--- src/rtl/compl_arb_pkg.sv ---
// Shared definitions for the compl_arb slice: FSM state encoding, datapath
// widths and the default WAIT timeout.
package compl_arb_pkg;

    typedef enum logic [1:0] {
        ARB_IDLE  = 2'b00,
        ARB_ISSUE = 2'b01,
        ARB_WAIT  = 2'b10,
        ARB_RESP  = 2'b11
    } arb_state_e;

    localparam int ANGLE_W     = 12;
    localparam int DATA_W      = 16;
    localparam int DEF_TIMEOUT = 15;

endpackage

--- src/rtl/compl_arb_if.sv ---
// Bus between the DSP clients, the arbiter and the shared cos/sin generator.
//
// Handshakes:
//   client side : req[k] is a level held until done[k] pulses for one cycle;
//                 res_r/res_i/res_id/res_err are valid only while done != 0.
//   generator   : gen_start is a one-cycle pulse with gen_angle valid; the
//                 generator answers with gen_ready (result valid) carrying
//                 gen_r/gen_i. The arbiter samples gen_ready only while it is
//                 waiting for a result.
//
// Modports:
//   slave  - the arbiter (serves requests, drives the generator)
//   master - clients plus generator model (drive req and the results)
interface compl_arb_if #(
    parameter int NREQ = 4,
    parameter int IDW  = 2
);
    logic [NREQ-1:0]                         req;
    logic [NREQ*compl_arb_pkg::ANGLE_W-1:0]  req_angle;
    logic [NREQ-1:0]                         gnt;
    logic [NREQ-1:0]                         done;
    logic [compl_arb_pkg::DATA_W-1:0]        res_r;
    logic [compl_arb_pkg::DATA_W-1:0]        res_i;
    logic [IDW-1:0]                          res_id;
    logic                                    res_err;
    logic                                    gen_start;
    logic [compl_arb_pkg::ANGLE_W-1:0]       gen_angle;
    logic                                    gen_ready;
    logic [compl_arb_pkg::DATA_W-1:0]        gen_r;
    logic [compl_arb_pkg::DATA_W-1:0]        gen_i;

    modport slave (
        input  req, req_angle, gen_ready, gen_r, gen_i,
        output gnt, done, res_r, res_i, res_id, res_err, gen_start, gen_angle
    );

    modport master (
        output req, req_angle, gen_ready, gen_r, gen_i,
        input  gnt, done, res_r, res_i, res_id, res_err, gen_start, gen_angle
    );
endinterface

--- src/rtl/compl_arb_rr_pick.sv ---
// Combinational round-robin selector.
// Ports:
//   req   - request vector
//   ptr   - highest-priority index this round
//   gnt   - one-hot grant of the first requester at or after ptr (wrapping)
//   id    - index of the granted requester
//   valid - any request present
module compl_arb_rr_pick #(
    parameter int NREQ = 4,
    parameter int IDW  = 2
) (
    input  logic [NREQ-1:0] req,
    input  logic [IDW-1:0]  ptr,
    output logic [NREQ-1:0] gnt,
    output logic [IDW-1:0]  id,
    output logic            valid
);

    always_comb begin
        int idx;
        gnt   = '0;
        id    = '0;
        valid = 1'b0;
        idx   = 0;
        for (int i = 0; i < NREQ; i++) begin
            // ptr is always < NREQ, so a single subtract implements the wrap
            idx = int'(ptr) + i;
            if (idx >= NREQ) begin
                idx = idx - NREQ;
            end
            if (!valid && req[idx]) begin
                valid    = 1'b1;
                id       = IDW'(idx);
                gnt[idx] = 1'b1;
            end
        end
    end

endmodule

--- src/rtl/compl_arb.sv ---
// Round-robin arbiter/sequencer sharing one cos/sin generator among NREQ
// requesters. A winner's angle is latched, issued to the generator, and the
// result is returned to that requester with a one-cycle done pulse.
//
// Ports:
//   clk       - system clock, rising edge
//   reset     - asynchronous active-high reset (generator shares it)
//   bus       - compl_arb_if.slave: client req/result and generator handshake
//   dbg_state - current FSM state
//
// Optional build macro COMPL_ARB_TIMEOUT_EN: bounds WAIT to TIMEOUT cycles and
// answers with res_err=1, zero data. Without it WAIT is unbounded and res_err
// is tied low.
//
// All outputs are registered and computed from the next state, so each output
// is valid in the same cycle as the state it belongs to (gen_start is high
// exactly while the FSM is in ISSUE).
module compl_arb
    import compl_arb_pkg::*;
#(
    parameter int NREQ    = 4,
    parameter int IDW     = 2,
    parameter int TIMEOUT = DEF_TIMEOUT
) (
    input  logic       clk,
    input  logic       reset,
    compl_arb_if.slave bus,
    output arb_state_e dbg_state
);

    arb_state_e          state, state_next;
    logic [IDW-1:0]      ptr_q, ptr_d;
    logic [IDW-1:0]      id_q, id_d;
    logic [NREQ-1:0]     id_onehot;

    logic [NREQ-1:0]     gnt_q, gnt_d;
    logic [NREQ-1:0]     done_q, done_d;
    logic [DATA_W-1:0]   res_r_q, res_r_d;
    logic [DATA_W-1:0]   res_i_q, res_i_d;
    logic [IDW-1:0]      res_id_q, res_id_d;
    logic                gen_start_q, gen_start_d;
    logic [ANGLE_W-1:0]  gen_angle_q, gen_angle_d;

    logic [NREQ-1:0]     pick_gnt;
    logic [IDW-1:0]      pick_id;
    logic                pick_valid;

`ifdef COMPL_ARB_TIMEOUT_EN
    localparam int CNT_W = ($clog2(TIMEOUT + 1) < 4) ? 4 : $clog2(TIMEOUT + 1);
    logic [CNT_W-1:0]    cnt_q, cnt_d;
    logic                res_err_q, res_err_d;
`endif

    compl_arb_rr_pick #(
        .NREQ (NREQ),
        .IDW  (IDW)
    ) u_rr_pick (
        .req   (bus.req),
        .ptr   (ptr_q),
        .gnt   (pick_gnt),
        .id    (pick_id),
        .valid (pick_valid)
    );

    always_comb begin
        id_onehot       = '0;
        id_onehot[id_q] = 1'b1;
    end

    always_ff @(posedge clk or posedge reset) begin
        if (reset) begin
            state       <= ARB_IDLE;
            ptr_q       <= '0;
            id_q        <= '0;
            gnt_q       <= '0;
            done_q      <= '0;
            res_r_q     <= '0;
            res_i_q     <= '0;
            res_id_q    <= '0;
            gen_start_q <= 1'b0;
            gen_angle_q <= '0;
`ifdef COMPL_ARB_TIMEOUT_EN
            cnt_q       <= '0;
            res_err_q   <= 1'b0;
`endif
        end else begin
            state       <= state_next;
            ptr_q       <= ptr_d;
            id_q        <= id_d;
            gnt_q       <= gnt_d;
            done_q      <= done_d;
            res_r_q     <= res_r_d;
            res_i_q     <= res_i_d;
            res_id_q    <= res_id_d;
            gen_start_q <= gen_start_d;
            gen_angle_q <= gen_angle_d;
`ifdef COMPL_ARB_TIMEOUT_EN
            cnt_q       <= cnt_d;
            res_err_q   <= res_err_d;
`endif
        end
    end

    always_comb begin
        state_next  = state;
        ptr_d       = ptr_q;
        id_d        = id_q;
        gnt_d       = '0;
        done_d      = '0;
        res_r_d     = '0;
        res_i_d     = '0;
        res_id_d    = '0;
        gen_start_d = 1'b0;
        gen_angle_d = '0;
`ifdef COMPL_ARB_TIMEOUT_EN
        cnt_d       = cnt_q;
        res_err_d   = 1'b0;
`endif
        case (state)
            ARB_IDLE: begin
                if (pick_valid) begin
                    // gen_angle_q doubles as the latched angle until RESP ends,
                    // so later req_angle changes cannot reach the generator
                    state_next  = ARB_ISSUE;
                    id_d        = pick_id;
                    gnt_d       = pick_gnt;
                    gen_start_d = 1'b1;
                    gen_angle_d = bus.req_angle[int'(pick_id)*ANGLE_W +: ANGLE_W];
                end
            end
            ARB_ISSUE: begin
                state_next  = ARB_WAIT;
                gnt_d       = id_onehot;
                gen_angle_d = gen_angle_q;
`ifdef COMPL_ARB_TIMEOUT_EN
                cnt_d       = '0;
`endif
            end
            ARB_WAIT: begin
                gnt_d       = id_onehot;
                gen_angle_d = gen_angle_q;
                if (bus.gen_ready) begin
                    state_next = ARB_RESP;
                    done_d     = id_onehot;
                    res_r_d    = bus.gen_r;
                    res_i_d    = bus.gen_i;
                    res_id_d   = id_q;
                end
`ifdef COMPL_ARB_TIMEOUT_EN
                else if (cnt_q == CNT_W'(TIMEOUT - 1)) begin
                    // TIMEOUT full WAIT cycles without a result: abort
                    state_next = ARB_RESP;
                    done_d     = id_onehot;
                    res_id_d   = id_q;
                    res_err_d  = 1'b1;
                end else begin
                    cnt_d = cnt_q + 1'b1;
                end
`endif
            end
            ARB_RESP: begin
                // the served requester drops to lowest priority next round
                state_next = ARB_IDLE;
                ptr_d      = (int'(id_q) == NREQ - 1) ? '0 : id_q + 1'b1;
            end
            default: begin
                state_next = ARB_IDLE;
            end
        endcase
    end

    assign bus.gnt       = gnt_q;
    assign bus.done      = done_q;
    assign bus.res_r     = res_r_q;
    assign bus.res_i     = res_i_q;
    assign bus.res_id    = res_id_q;
    assign bus.gen_start = gen_start_q;
    assign bus.gen_angle = gen_angle_q;
`ifdef COMPL_ARB_TIMEOUT_EN
    assign bus.res_err   = res_err_q;
`else
    assign bus.res_err   = 1'b0;
`endif
    assign dbg_state     = state;

endmodule

--- src/flat_wrapper.sv ---
// flat-port wrapper written by rule: the top's interface ports become plain ports
module compl_arb_flat import compl_arb_pkg::*;
#(
    parameter int NREQ    = 4,
    parameter int IDW     = 2,
    parameter int TIMEOUT = DEF_TIMEOUT
)
  (clk, reset, dbg_state, bus_req, bus_req_angle, bus_gen_ready, bus_gen_r, bus_gen_i, bus_gnt, bus_done, bus_res_r, bus_res_i, bus_res_id, bus_res_err, bus_gen_start, bus_gen_angle);
  compl_arb_if #(.NREQ(NREQ), .IDW(IDW)) bus_i ();
  input  logic clk;
  input  logic reset;
  output arb_state_e dbg_state;
  input wire logic [$bits(bus_i.req)-1:0] bus_req;
  input wire logic [$bits(bus_i.req_angle)-1:0] bus_req_angle;
  input wire logic [$bits(bus_i.gen_ready)-1:0] bus_gen_ready;
  input wire logic [$bits(bus_i.gen_r)-1:0] bus_gen_r;
  input wire logic [$bits(bus_i.gen_i)-1:0] bus_gen_i;
  output wire logic [$bits(bus_i.gnt)-1:0] bus_gnt;
  output wire logic [$bits(bus_i.done)-1:0] bus_done;
  output wire logic [$bits(bus_i.res_r)-1:0] bus_res_r;
  output wire logic [$bits(bus_i.res_i)-1:0] bus_res_i;
  output wire logic [$bits(bus_i.res_id)-1:0] bus_res_id;
  output wire logic [$bits(bus_i.res_err)-1:0] bus_res_err;
  output wire logic [$bits(bus_i.gen_start)-1:0] bus_gen_start;
  output wire logic [$bits(bus_i.gen_angle)-1:0] bus_gen_angle;
  assign bus_i.req = bus_req;
  assign bus_i.req_angle = bus_req_angle;
  assign bus_i.gen_ready = bus_gen_ready;
  assign bus_i.gen_r = bus_gen_r;
  assign bus_i.gen_i = bus_gen_i;
  assign bus_gnt = bus_i.gnt;
  assign bus_done = bus_i.done;
  assign bus_res_r = bus_i.res_r;
  assign bus_res_i = bus_i.res_i;
  assign bus_res_id = bus_i.res_id;
  assign bus_res_err = bus_i.res_err;
  assign bus_gen_start = bus_i.gen_start;
  assign bus_gen_angle = bus_i.gen_angle;
  compl_arb #(.NREQ(NREQ), .IDW(IDW), .TIMEOUT(TIMEOUT)) u_core (.clk(clk), .reset(reset), .bus(bus_i), .dbg_state(dbg_state));
endmodule
--- config.mk ---
export PLATFORM = sky130hd
export DESIGN_NAME = compl_arb_flat
export DESIGN_NICKNAME = d
export VERILOG_FILES = /design/src/rtl/compl_arb_pkg.sv /design/src/rtl/compl_arb_if.sv /design/src/rtl/compl_arb_rr_pick.sv /design/src/rtl/compl_arb.sv /design/src/flat_wrapper.sv
export SDC_FILE = /design/constraint.sdc
export NUM_CORES = 1
export LEC_CHECK = 0
export CAP_MARGIN = 20
export CORE_MARGIN = 5
export CORE_UTILIZATION = 35
export DETAILED_ROUTE_END_ITERATION = 8
export PLACE_DENSITY = 0.68
export REMOVE_ABC_BUFFERS = 1
export SLEW_MARGIN = 20
export SYNTH_ARGS = -nofsm -noshare
export SYNTH_HDL_FRONTEND = slang
export SYNTH_SLANG_ARGS = --single-unit
--- constraint.sdc ---
create_clock -name clk -period 5.2 [get_ports clk]
set_input_delay 0.78 -clock clk [delete_from_list [all_inputs] [get_ports clk]]
set_output_delay 0.78 -clock clk [all_outputs]
set_load 0.02 [all_outputs]
# Yosys cells after proc, flatten, opt, wreduce, memory -nomap -nowiden
# Cells that the tools add are included.
# word_totals
regBits	61
in_bits	87
out_inout_bits	58
elab_cells	114
# classes
n_addsub	8
n_mul	1
magnitude_cmp	14
n_eq_ne	6
shift	1
n_mux	56
bitwise	3
n_reduce_logical	15
# op_table
cell	count
$ge A32 B1 Y1 const B	4
$lt A32 B4 Y1 const B	4
$mux W32	4
$mux W16	4
$shiftx A48 B32 Y12	1
$mux W4	7
$pmux W12 S2	1
$mux W1	19
$mux W2	9
$mux W12	1
$or A4 B4 Y4	3
$sub A3 B3 Y4 const B	3
$demux W1 S2	5
$ge A3 B3 Y1 const B	3
$bmux W1 S2	4
$logic_and A1 B1 Y1	8
$pmux W2 S4	1
$pmux W4 S2	1
$add A2 B2 Y3 const B	2
$eq A2 B1 Y1 const B	2
$eq A2 B2 Y1 const B	2
$mul A2 B2 Y4 const B	1
$reduce_and A2 Y1	2
$sub A2 B3 Y4 const B	1
other kinds (10)	12

# Longest topological paths before layout
# depth
word_depth	19
mapped_depth	10
depth_no_buf	8

# Modules after synthesis
# A second synthesis with hierarchy kept.
# hier_totals
hier_cells	224
hier_area_um2	2952.8
# by_module_without_submodules
module	instances	cells_per_inst	area_per_inst_um2	seq_area_each_um2
compl_arb	1	176	2492.4	1526.5
compl_arb_rr_pick	1	48	460.4	0.0

# Least setup slack after synthesis
# OpenSTA, ideal clock, no wires.
# synth_timing
kind	reg2reg
startpoint	register u_core.ptr_q[0]
endpoint	register u_core.gen_angle_q[0], in the netlist u_core.bus.gen_angle[0]
setup_ps	134
arrival_ps	2624
required_time_ps	5066
setup_slack_ps	2442
stages_incl_launch_ff	10
path_buffers	2
synth_period_minus_slack_ps	2758
path_cell_list	dfrtp_1 -> buf_4 -> inv_2 -> ha_1 -> mux4_2 -> or3_4 -> o22a_4 -> buf_12 -> nor3_1 -> a211oi_2
# synth_between
elab_chain_cells	19
elab_cells_between_ends	45
classes_between	add/sub: 7; mul: 1; order compare: 4; shift: 1; mux: 26; reduce/logical: 6
# synth_lines
element	line	rtl
start, declared	compl_arb.sv:32	logic [IDW-1:0] ptr_q, ptr_d;
start signal, assigned	compl_arb.sv:88	ptr_q <= ptr_d;
parallel branches: the longest is 17 deep, another holds $sub A3 B3 Y4	-	
$mux W12 (*)	compl_arb.sv:121	if (pick_valid) begin
$pmux W12 S2 (*)	compl_arb.sv:119	case (state)
end signal, assigned	compl_arb.sv:96	gen_angle_q <= gen_angle_d;
end, declared	compl_arb.sv:42	logic [ANGLE_W-1:0] gen_angle_q, gen_angle_d;
# Mark *: on every way between the ends. The select of a mux whose other input is x is not followed.
# A chain may end at the register's enable or synchronous reset.

# Worst setup path after layout
# layout_timing
startpoint	register u_core.ptr_q[0]
endpoint	register u_core.gen_angle_q[2], in the netlist u_core.bus.gen_angle[2]
# The elaborated chain is that of the path after synthesis.

==> metrics.cfg <==
[run]
max-cap-violations=0

[sta]
fin_ws_ns=1.32
fmax_mhz=258
clock_skew_ns=0.00780
layout_min_cycle_time_ns=3.88
drv_slew=0
tightest_slew_ns=1.02
final-hold-violation-count=0
holdWs_ns=0.569
post-route-period-util=0.746
relSlewSlack=0.317
rsz0062_at_grt=no
finalSetupViolCount=0
finalSetupTns_ns=0

[cts]
cts.sinks=61
root_buffer=clkbuf_8
path_clk_slew_ns=0.07
clk_latency_ns=0.33
htree_num_levels=3
cts_tree=yes
cts_setup_buffers=0
cts_buffers=9
cts-hold-fix-buffers=0
cts_resized=0
cts_buffer_depth=2

[setup_path]
cp_data_arrival_time_ns=4.11
r2r-end=u_core.bus.gen_angle[2]
r2r_start=u_core.ptr_q[0]
cp_common_cell=mux2i_1
crit_chain=inv_2, ha_1, mux2i_1, a211o_1, nor2_1, nor2_4, mux2i_1, a311oi_2
endpoint_kind=flop
start_kind=flop
worstPathRequired_ns=5.43
r2r_slack_ns=1.32
critical-path-slowest-cell=dfrtp_1
critPathMaxFanout=24
rr_worst_depth=8
critPathMaxStageDelay_ns=0.95
timing_worst_setup_path_type=reg -> reg

[cells_and_area]
drive_gt1_frac=0.116
diodes=0
fill_cells=828
fin_nets=533
multi_input_area_um2=1630
layout.cells.non_filler=568
finalInstanceArea_um2=5020
regArea_um2=1530
utilization=0.540
area_growth_pct=49.6

[synth]
synth-async-reset-ratio=1.00
synth_top_area_frac=0.455
synth_cell_types=42
synth_area_leaders=dfrtp_1 (46%), and3_1 (7.1%), mux2i_1 (4.5%)
synth-main-ff-cell=dfrtp_1
ys_warn_count=0
synth_edf_count=0
yosys.area.top_type=dfrtp_1
postSynthAreaPerCell_um2=11.0
synth_common_cells=dfrtp_1 (61), and3_1 (38), nand2_1 (23), a21oi_1 (18), clkbuf_1 (16)
ys_seq_elements=61
syn-cell-area_um2=3350
netlist_instances=304
yosysMostFrequentCell=dfrtp_1
synth_seq_area_share=0.455

[place]
dp.cells=553
io_buffer_count=143
placed_area_um2=4820
gp_congestion=0.794
place_hpwl_mm=7.12
place_ws_ns=1.33

[routing]
routedWlPerCell_um=17.0
drc=0
drtIter0Drc=114
vias=2966
viasPerCell=5.22
ant_nets=0
drt-total-wl_mm=9.64
first_pass_iters=4

[die]
die_x_um=108
dieArea_um2=11600
start_util=0.361
placementRows=35
ios=145
die_h_um=108
fp.coreArea_um2=9280

[pwr]
power_density_nw_per_um2=513
power_leakage_nw=2.21
peakVddDrop_uv=258
power_mw=2.57

[hold_path]
min_path_type=reg -> reg
worstHoldStart=u_core.id_q[0]
whs_endpoint=u_core.id_q[0]
hold_depth=2

[global_routing]
grt.overflow.total=0
grt_usage=0.161
grt_pass1_vias=2949
grt_antenna_before_repair=0
grt_max_degree=62
grt_pass1_wl_mm=15.1

[outcome]
status=finished clean

[kinds of logic (layout without fill, tap and decap cells)]
| group | count (synthesis) | in the layout | synth area share |
|---|---|---|---|
| AOI/OAI and AO/OA | 78 | 78 | 0.200 |
| adders and majority gates | 11 | 11 | 0.0411 |
| buffers and inverters | 38 | 173 | 0.0582 |
| DFF | 61 | 61 | 0.455 |
| muxes | 26 | 26 | 0.0952 |
| other | 1 | 1 | 0.00112 |
| and+or+nand+nor | 89 | 89 | 0.149 |
[per-layer routing]
| metal | part of all wire | up-vias | global-route usage |
|---|---|---|---|
| met1 | 0.46 | 1419 | 0.217 |
| met5 | 0 | - | 0 |
| met2 | 0.45 | 140 | 0.257 |
| met4 | 0.010 | 0 | 0.0424 |
| li1 | - | 1396 | - |
| met3 | 0.077 | 11 | 0.0432 |
[sequential cells by signal (all words and copies together), names as in the netlist]
register / count
u_core.ptr_q: 2
u_core.bus.gen_start: 1
u_core.dbg_state: 2
u_core.id_q: 2
u_core.bus.res_id: 2
u_core.bus.gen_angle: 12
u_core.bus.done: 4
u_core.bus.res_r: 16
u_core.bus.res_i: 16
u_core.bus.gnt: 4
[cells in the final DEF, fill, tap and decap left out, drive strengths merged, types with 2 or more instances in the layout]
master         Yosys  layout
clkdlybuf4s50      0     143
dfrtp             61      61
and3              38      38
nand2             23      23
a21oi             19      19
mux2i             15      15
nor2              13      13
a211oi            13      13
inv               12      12
nor3b             11      11
a221o             11      11
ha                11      11
clkbuf            16      11
a311oi            11      11
mux2               7       7
a221oi             5       5
mux4               4       4
o2bb2ai            4       4
o21ai              4       4
o22ai              3       3
buf               10       3
clkinv             0       2
[worst max-delay path by stage]
stage                    startpoint                 endpoint  slack, ns  cells past startpoint
floorplan           u_core.ptr_q[0]  u_core.bus.gen_angle[1]       2.10                      8
global placement    u_core.ptr_q[0]  u_core.bus.gen_angle[3]       1.56                      8
detailed placement  u_core.ptr_q[0]  u_core.bus.gen_angle[2]       1.33                      8
CTS                 u_core.ptr_q[0]  u_core.bus.gen_angle[2]       1.31                      8
global route        u_core.ptr_q[0]  u_core.bus.gen_angle[9]       0.97                      8
finish              u_core.ptr_q[0]  u_core.bus.gen_angle[2]       1.32                      8
[power breakdown]
| part | switching [mW] | internal, mW | leakage (nW) |
|---|---|---|---|
| Sequential | 0.0943 | 0.575 | 0.823 |
| Combinational | 0.843 | 0.635 | 1.28 |
| Clock | 0.182 | 0.243 | 0.101 |
[worst max-delay path, delay by kind of cell, from the launching register on]
kind / cells / cell delay (ns)
AOI/OAI and AO/OA: 2 / 0.76
adders and majority gates: 1 / 0.48
buffers and inverters: 1 / 0.23
DFF: 1 / 0.95
muxes: 2 / 0.49
and+or+nand+nor: 2 / 0.86
[layout make-up]
cell class | count | area share
sequential | 61 | 0.304
timing repair buffer | 146 | 0.290
clock buffer | 11 | 0.0302
multi-input combinational | 205 | 0.325
inverter | 12 | 0.00898
tap | 129 | 0.0322
clock inverter | 4 | 0.00948
Power figures use the tool's default switching activity.
